**src/rtl/def_ss_merge_if.sv**
```systemverilog
// def_ss_merge_if: tagged valid/ready output stream of the channel merger
interface def_ss_merge_if #(
    parameter int DATA_WIDTH = 8
);
    logic                  valid;
    logic                  ready;
    logic                  chan;
    logic [DATA_WIDTH-1:0] data;
    modport master(output valid, chan, data, input ready);
    modport slave(input valid, chan, data, output ready);
endinterface

```
**src/rtl/def_ss_merge.sv**
```systemverilog
// def_ss_merge: change-detect two channels, round-robin merge into a tagged FIFO stream
module def_ss_merge #(
    parameter int DATA_WIDTH     = 8,
    parameter int FIFO_DEPTH     = 4,
    parameter int DROP_CNT_WIDTH = 8
) (
    input  logic                        clk,
    input  logic                        rst,
    input  logic [DATA_WIDTH-1:0]       i_data_0,
    input  logic [DATA_WIDTH-1:0]       i_data_1,
    def_ss_merge_if.master              stream,
    output logic [DROP_CNT_WIDTH-1:0]   o_drop_cnt_0,
    output logic [DROP_CNT_WIDTH-1:0]   o_drop_cnt_1,
    output logic [$clog2(FIFO_DEPTH):0] o_fifo_level
);
    localparam int AW = $clog2(FIFO_DEPTH);
    localparam int LW = AW + 1;

    logic [DATA_WIDTH-1:0]     din    [2];
    logic [DATA_WIDTH-1:0]     last   [2];
    logic [DATA_WIDTH-1:0]     pend_d [2];
    logic [DROP_CNT_WIDTH-1:0] drop   [2];
    logic [DATA_WIDTH:0]       mem    [FIFO_DEPTH];
    logic [1:0]                pend_v, chg, gnt;
    logic                      rr, full, gnt_v, gnt_ch, rd;
    logic [AW-1:0]             wp, rp;
    logic [LW-1:0]             level;

    assign din[0]       = i_data_0;
    assign din[1]       = i_data_1;
    assign o_drop_cnt_0 = drop[0];
    assign o_drop_cnt_1 = drop[1];
    assign o_fifo_level = level;
    assign stream.valid = level != '0;
    assign {stream.chan, stream.data} = stream.valid ? mem[rp] : '0;

    // change detection, round-robin grant (no credit for a same-cycle read) and sink handshake
    always_comb begin
        chg[0] = din[0] != last[0];
        chg[1] = din[1] != last[1];
        full   = level == LW'(FIFO_DEPTH);
        gnt_v  = !full && |pend_v;
        gnt_ch = &pend_v ? rr : pend_v[1];
        gnt    = gnt_v ? (gnt_ch ? 2'b10 : 2'b01) : 2'b00;
        rd     = stream.valid && stream.ready;
    end

    // per-channel history, pending slot and saturating drop count; a granted slot may reload
    always_ff @(posedge clk) begin
        for (int k = 0; k < 2; k++) begin
            if (rst) begin
                last[k]   <= '0;
                pend_v[k] <= 1'b0;
                drop[k]   <= '0;
            end else begin
                last[k] <= din[k];
                if (chg[k] && pend_v[k] && !gnt[k] && drop[k] != '1)
                    drop[k] <= drop[k] + 1'b1;
                if (chg[k]) begin
                    pend_v[k] <= 1'b1;
                    pend_d[k] <= din[k];
                end else if (gnt[k]) begin
                    pend_v[k] <= 1'b0;
                end
            end
        end
    end

    // arbiter pointer and FIFO pointers/level
    always_ff @(posedge clk) begin
        if (rst) begin
            rr    <= 1'b0;
            wp    <= '0;
            rp    <= '0;
            level <= '0;
        end else begin
            if (gnt_v)
                rr <= ~gnt_ch;
            wp    <= wp + AW'(gnt_v);
            rp    <= rp + AW'(rd);
            level <= level + LW'(gnt_v) - LW'(rd);
        end
    end

    // FIFO storage is deliberately not reset; the output mux hides it while empty
    always_ff @(posedge clk) begin
        if (gnt_v)
            mem[wp] <= {gnt_ch, pend_d[gnt_ch]};
    end
endmodule

```
**src/flat_wrapper.sv**
```systemverilog
// flat-port wrapper written by rule: the top's interface ports become plain ports
module def_ss_merge_flat 
#(
    parameter int DATA_WIDTH     = 8,
    parameter int FIFO_DEPTH     = 4,
    parameter int DROP_CNT_WIDTH = 8
)
  (clk, rst, i_data_0, i_data_1, o_drop_cnt_0, o_drop_cnt_1, o_fifo_level, stream_valid, stream_chan, stream_data, stream_ready);
  def_ss_merge_if #(.DATA_WIDTH(DATA_WIDTH)) stream_i ();
  input  logic clk;
  input  logic rst;
  input  logic [DATA_WIDTH-1:0] i_data_0;
  input  logic [DATA_WIDTH-1:0] i_data_1;
  output logic [DROP_CNT_WIDTH-1:0] o_drop_cnt_0;
  output logic [DROP_CNT_WIDTH-1:0] o_drop_cnt_1;
  output logic [$clog2(FIFO_DEPTH):0] o_fifo_level;
  output wire logic [$bits(stream_i.valid)-1:0] stream_valid;
  output wire logic [$bits(stream_i.chan)-1:0] stream_chan;
  output wire logic [$bits(stream_i.data)-1:0] stream_data;
  input wire logic [$bits(stream_i.ready)-1:0] stream_ready;
  assign stream_valid = stream_i.valid;
  assign stream_chan = stream_i.chan;
  assign stream_data = stream_i.data;
  assign stream_i.ready = stream_ready;
  def_ss_merge #(.DATA_WIDTH(DATA_WIDTH), .FIFO_DEPTH(FIFO_DEPTH), .DROP_CNT_WIDTH(DROP_CNT_WIDTH)) u_core (.clk(clk), .rst(rst), .i_data_0(i_data_0), .i_data_1(i_data_1), .stream(stream_i), .o_drop_cnt_0(o_drop_cnt_0), .o_drop_cnt_1(o_drop_cnt_1), .o_fifo_level(o_fifo_level));
endmodule
```
**config.mk**
```make
export PLATFORM = sky130hd
export DESIGN_NAME = def_ss_merge_flat
export DESIGN_NICKNAME = d
export VERILOG_FILES = /design/src/rtl/def_ss_merge_if.sv /design/src/rtl/def_ss_merge.sv /design/src/flat_wrapper.sv
export SDC_FILE = /design/constraint.sdc
export NUM_CORES = 1
export LEC_CHECK = 0
export CAP_MARGIN = 20
export CORE_ASPECT_RATIO = 0.5
export CORE_MARGIN = 2
export CORE_UTILIZATION = 40
export DETAILED_ROUTE_END_ITERATION = 16
export SYNTH_ARGS = -nofsm -noshare
export SYNTH_HDL_FRONTEND = slang
export SYNTH_SLANG_ARGS = --single-unit
```
**constraint.sdc**
```tcl
create_clock -name clk -period 3.7 [get_ports clk]
set_input_delay 0.37 -clock clk [delete_from_list [all_inputs] [get_ports clk]]
set_output_delay 0.37 -clock clk [all_outputs]
set_load 0.01 [all_outputs]
```
==> impl_metrics.toml, run 1 <==
[status]
status = "finished, final reports clean"

[sta]
slew_viol_final = 0
finalSetupViolCount = 0
skew_ns = 0.00556
tightest_slew_ns = 0.845
max_clock_freq_mhz = 371
hold_slack_ns = 0.595
tns_ns = 0
hold_viol = 0
slew_headroom_pct = 43.4
period_needed_ns = 2.69
fin_crit_sh_pct = 72.8
rsz0062_at_grt = "no"

[finish]
final_util_pct = 51.4
fillers = 813
mostFrequentLayoutCell = "edfxtp_1"
multi_input_area_sq_mm = 0.00134
drive_above_1_share_pct = 18.8
n_antenna_cell = 0
final_area_sq_mm = 0.00490
fin_nets = 339
syn2layout_area_growth_pct = 23.9
most-common-layout-cells = "edfxtp_1, clkdlybuf4s50_1, dfxtp_1, xnor2_1, nor2b_1"
seq_area_sq_mm = 0.00256

[floorplanning]
coreArea_sq_mm = 0.00954
rows = 25
dieWidth_microns = 145
ios = 48
initial_core_util_pct = 41.5
die_y_microns = 74.3
die_area_sq_mm = 0.0108

[critical_path]
crit_path_cell_trace = "mux4_2 > and2_1 > clkdlybuf4s50_1"
worstSetupStartpointType = "flip-flop"
critPathMaxStageDelay_ns = 0.77
worst_ep_required_time_ns = 3.33
crit_type = "flip-flop to output pin"
r2r_start = "u_core.o_fifo_level[2]"
critical_path_arrival_ns = 2.32
rr_worst_depth = 9
slowest_stage = "dfxtp_1"
reg2reg_to = "u_core.o_fifo_level[2]"
cp-end-kind = "output pin"
r2r_slack_ns = 1.40
critical_path.max_fanout = 11

[hold_path]
hold_end = "u_core.rr"
min_path_cells = 2
hold_path.startpoint = "u_core.rr"
hp-class = "flip-flop to flip-flop"

[power_and_ir_drop]
netSwitchingPower_mw = 0.849
leakage_nw = 1.65
p_per_area_mw_per_mm2 = 654
p_int_mw = 2.36
power_frac_clock_pct = 30.6
peakVddDrop_mv = 0.244
p_sw_share_pct = 26.5
power_frac_seq_pct = 44.9
pwr-share-comb_pct = 24.5

[clock_network]
clk-insertion-delay-late_ns = 0.34
clock_path_buffers = 2
cts_resized = 0
cts_root_buf = "clkbuf_16"
hold_buffers = 0
clk_pin_slew_ns = 0.06
htree_levels = 3
cts_setup_buffers = 0
numCtsBuffers = 9
cts.sinks = 94
cts_tree = "yes"

[global_route]
grt_overflow_total = 0
antenna_found_initial = 0
grt_start_max_net_pins = 19
grt_use_total_pct = 15.2
grt_pass1_vias = 2276
grt_pass1_wl_microns = 11800

[run]
maxCapViolations = 0

[logic_synthesis]
syn_inst = 261
synth.distinct_cells = 36
post_synth.cell_area_avg_sq_um = 15.2
ys_warn_count = 0
yosysSeqAreaShare_pct = 64.7
ys_seq_elements = 94
syn-num-nets = 285
netlist_area_sq_mm = 0.00396

[route]
vias = 2209
detail-route-antenna-nets = 0
drc = 0
post_drt_wl_per_cell_microns = 15.9
avgViaCountPerCell = 4.85
wl_met3_microns = 321
wl_microns = 7240
m1WireLength_microns = 3450
firstDrtPassIters = 4
top_layer = "met4"
met2_length_microns = 3460
drt_iter0_drc = 85

[place]
dpl_cell_area_sq_mm = 0.00458
port-buffer-count = 47
globalplace.congestion = 0.767
dp_hpwl_microns = 5070
[Yosys cell counts]
cell	number	share of area (%)
a211oi_1	1	0.19
a21oi_1	2	0.25
a21oi_2	1	0.22
a31o_4	1	0.44
a31oi_1	1	0.16
a31oi_2	1	0.32
and2_1	10	1.6
and3_1	6	0.95
and3b_1	1	0.22
buf_2	2	0.25
buf_6	1	0.28
clkbuf_1	3	0.28
dfxtp_1	26	13
edfxtp_1	68	52
fa_1	1	0.51
ha_1	4	1.3
inv_1	4	0.38
inv_2	3	0.28
mux2_2	8	2.3
mux2i_1	1	0.25
mux4_2	9	5.1
nand2_1	7	0.66
nand3_1	5	0.63
nand4_1	5	0.79
nor2_1	14	1.3
nor2_2	1	0.16
nor2b_1	18	2.8
nor3_1	1	0.13
nor3_2	15	3.8
nor3b_1	1	0.19
o21ai_2	1	0.22
o21bai_1	2	0.38
o21bai_4	3	1.4
or3_1	1	0.16
xnor2_1	24	5.3
xor2_1	9	2.0
[worst max-delay path: cells and delay by family, from the launching register on]
kind,cells,cell delay (ns)
flops,1,0.77
mux,1,0.59
buf+inv,1,0.47
simple gates,1,0.16
[final cells by class]
type / instances / share of cell area, %
Sequential cell: 94 / 52.3
Clock inverter: 6 / 1.74
Timing Repair Buffer: 49 / 9.90
Clock buffer: 10 / 4.87
Multi-Input combinational cell: 154 / 27.3
Tap cell: 135 / 3.44
Inverter: 7 / 0.536
[routing by layer]
layer / vias to the layer above / GRT usage [%]
met4: 0 / 5.50
met5: - / 0
met3: 2 / 5.67
met2: 45 / 24.4
li1: 1058 / -
met1: 1104 / 19.3
[power by group through the flow]
stage	registers, mW	logic [mW]	clock network [mW]
after global placement	1.46	0.780	0
after CTS	1.45	0.801	1.00
after floorplan	1.43	0.487	0
final	1.44	0.786	0.981
after detailed placement	1.47	0.795	0
after global routing	1.47	0.861	1.05
[flip-flops by register name (all words and copies together), names as in the netlist]
name	flops
u_core.rp	2
u_core.pend_d	16
u_core.drop	16
u_core.pend_v	2
u_core.mem	36
u_core.o_fifo_level	3
u_core.rr	1
u_core.wp	2
u_core.last	16
[kinds of logic after synthesis]
logic type      share of synthesized area [%]
compound gates                           3.60
mux                                      7.65
buf+inv                                  1.49
fa+ha+maj                                1.77
simple gates                             13.4
xor+xnor                                 7.30
flops                                    64.7
[how the worst max path moves through the flow]
| stage | start | endpoint | slack, ns | cells past startpoint |
|---|---|---|---|---|
| after floorplan | u_core.drop[1][0] | u_core.drop[1][0] | 1.66 | 5 |
| after global placement | u_core.rp[0] | stream_data[4] | 1.33 | 3 |
| after detailed placement | u_core.rp[0] | stream_data[2] | 1.31 | 3 |
| after CTS | u_core.rp[0] | stream_data[2] | 0.94 | 3 |
| after global routing | u_core.rp[0] | stream_chan | 0.84 | 3 |
| final | u_core.rp[0] | stream_data[2] | 1.01 | 3 |
[metrics by stage]
step / setup WS, ns / instances / power, mW
2_1_floorplan: 1.66 / 261 / 1.91
3_3_place_gp: 1.33 / 439 / 2.24
3_5_place_dp: 1.31 / 439 / 2.26
4_1_cts: 0.935 / 455 / 3.25
5_1_grt: 0.836 / 455 / 3.38
6_report: 1.01 / 455 / 3.21
No activity file was read; power rests on OpenSTA's default activity.
==> inputs of run 2 (changes only) <==
- clock period: 3.7 -> 2.7 ns (I/O delays scaled with it)
==> run 2 against run 1 <==
Against the previous run: worst hold slack worse by 0.045 ns; cell area is 1.3% higher; global-route usage is 0.54 points lower; largest power group unchanged.
==> impl_metrics.toml, run 2 (synthesized netlist as in run 1, its figures left out) <==
[status]
status = "finished, final reports clean"

[power_and_ir_drop]
peakVddDrop_mv = 0.331
p_per_area_mw_per_mm2 = 895
leakage_nw = 1.69

[critical_path]
startpoint = "u_core.rp[0]"
slowest_stage = "dfxtp_1"
crit_family = "buffers and inverters"
worstSetupStartpointType = "flip-flop"
cp-end-kind = "output pin"
critical_path_arrival_ns = 2.19
rr_worst_depth = 8
crit_path_cell_trace = "buf_12 > mux4_2 > and2_1 > clkdlybuf4s50_1"
crit_type = "flip-flop to output pin"
worst_ep_required_time_ns = 2.43
r2r_start = "u_core.o_fifo_level[1]"
path_depth = 4
critPathMaxStageDelay_ns = 0.54
critical_path_buf_inv_count = 2
critical_path.max_fanout = 7

[global_route]
grt_overflow_total = 0
grt_start_max_net_pins = 17
grt_pass1_vias = 2233
grt_use_total_pct = 14.6
grt_pass1_wl_microns = 11500
antenna_found_initial = 0

[sta]
slew_viol_final = 0
skew_ns = 0.00947
fin_crit_sh_pct = 91.2
slew_headroom_pct = 64.2
finalSetupViolCount = 0
setup_slack_ns = 0.239
hold_viol = 0
max_clock_freq_mhz = 406
tns_ns = 0
rsz0062_at_grt = "no"
tightest_slew_ns = 0.537
period_needed_ns = 2.46

[floorplanning]
initial_core_util_pct = 41.5
dieWidth_microns = 145
die_area_sq_mm = 0.0108
coreArea_sq_mm = 0.00954
ios = 48
die_y_microns = 74.3
rows = 25

[route]
vias = 2192
drt_iter0_drc = 79
detail-route-antenna-nets = 0
avgViaCountPerCell = 4.74
wl_microns = 6910
drc = 0
post_drt_wl_per_cell_microns = 15.0
firstDrtPassIters = 4

[finish]
n_antenna_cell = 0
mostFrequentLayoutCell = "edfxtp_1"
largest_reg_flops = 36
top_register = "u_core.mem"
syn2layout_area_growth_pct = 25.5
fin_nets = 346
drive_above_1_share_pct = 20.8
multi_input_area_sq_mm = 0.00134
most-common-layout-cells = "edfxtp_1, clkdlybuf4s50_1, dfxtp_1, xnor2_1, nor2b_1"
seq_area_sq_mm = 0.00256
fillers = 803

[clock_network]
cts_setup_buffers = 0
cts_tree = "yes"
cts.sinks = 94
clk_pin_slew_ns = 0.06
numCtsBuffers = 9
clk-insertion-delay-late_ns = 0.34
hold_buffers = 0
htree_levels = 3
cts_resized = 0
clock_path_buffers = 2
cts_root_buf = "clkbuf_16"

[place]
dp_slack_ns = 0.559
dp_hpwl_microns = 5060
globalplace.congestion = 0.800
port-buffer-count = 47

[hold_path]
hold_path.startpoint = "u_core.rr"
min_path_cells = 2
hp-class = "flip-flop to flip-flop"

[run]
maxCapViolations = 0
## run 2: changes by cell type in the layout (fill, tap and decap cells not counted)
cell / change
buf_4: +6
clkinv_4: -1
buf_12: +1
clkinv_1: -1
clkbuf_8: -1
inv_6: +2
clkinv_2: +1
## run 2: worst paths after layout
kind / to / slack, ns
max: stream_chan / 0.24
min: u_core.rr / 0.55
max reg2reg: u_core.o_fifo_level[2] / 0.74
min reg2reg: u_core.rr / 0.55
## run 2: power breakdown
part | total (mW) | leakage [nW] | internal (mW) | switching, mW
clock network | 1.34 | 0.156 | 0.814 | 0.525
registers | 1.96 | 0.876 | 1.80 | 0.156
logic | 1.14 | 0.657 | 0.647 | 0.498
total | 4.44 | 1.69 | 3.26 | 1.18
## run 2: area by class of cell
class                           instances  area share [%]
Sequential cell                        94            51.6
Multi-Input combinational cell        154            26.9
Timing Repair Buffer                   56            11.1
Clock buffer                            9            4.54
Tap cell                              135            3.40
Clock inverter                          7            1.92
Inverter                                7           0.529
## run 2: layer usage
metal | part of all wire, % | vias to the layer above | GRT usage [%]
met1 | 48 | 1070 | 19.3
met3 | 5.1 | 9 | 5.34
met5 | 0 | - | 0
met2 | 46 | 41 | 23.1
li1 | - | 1072 | -
met4 | 1.2 | 0 | 4.53
## run 2: worst reg2reg max path, stage by stage, from the launching register on
cell and delay [ns]:
dfxtp_1 0.47, nor2_2 0.09, a21oi_2 0.32, ha_1 0.20, inv_1 0.05, fa_1 0.38
xor2_1 0.17, xnor2_1 0.13, nor2_1 0.05
## run 2: stage by stage
stage	total power, mW	cell area, sq um	hold slack, ns	util (%)	std cells
floorplan	2.62	3960	0.369	-	261
global placement	3.12	4640	0.524	48.7	446
detailed placement	3.16	4640	0.536	48.7	446
CTS	4.51	4960	0.548	52.0	462
global route	4.68	4960	0.566	52.0	462
finish	4.44	4960	0.550	52.0	462
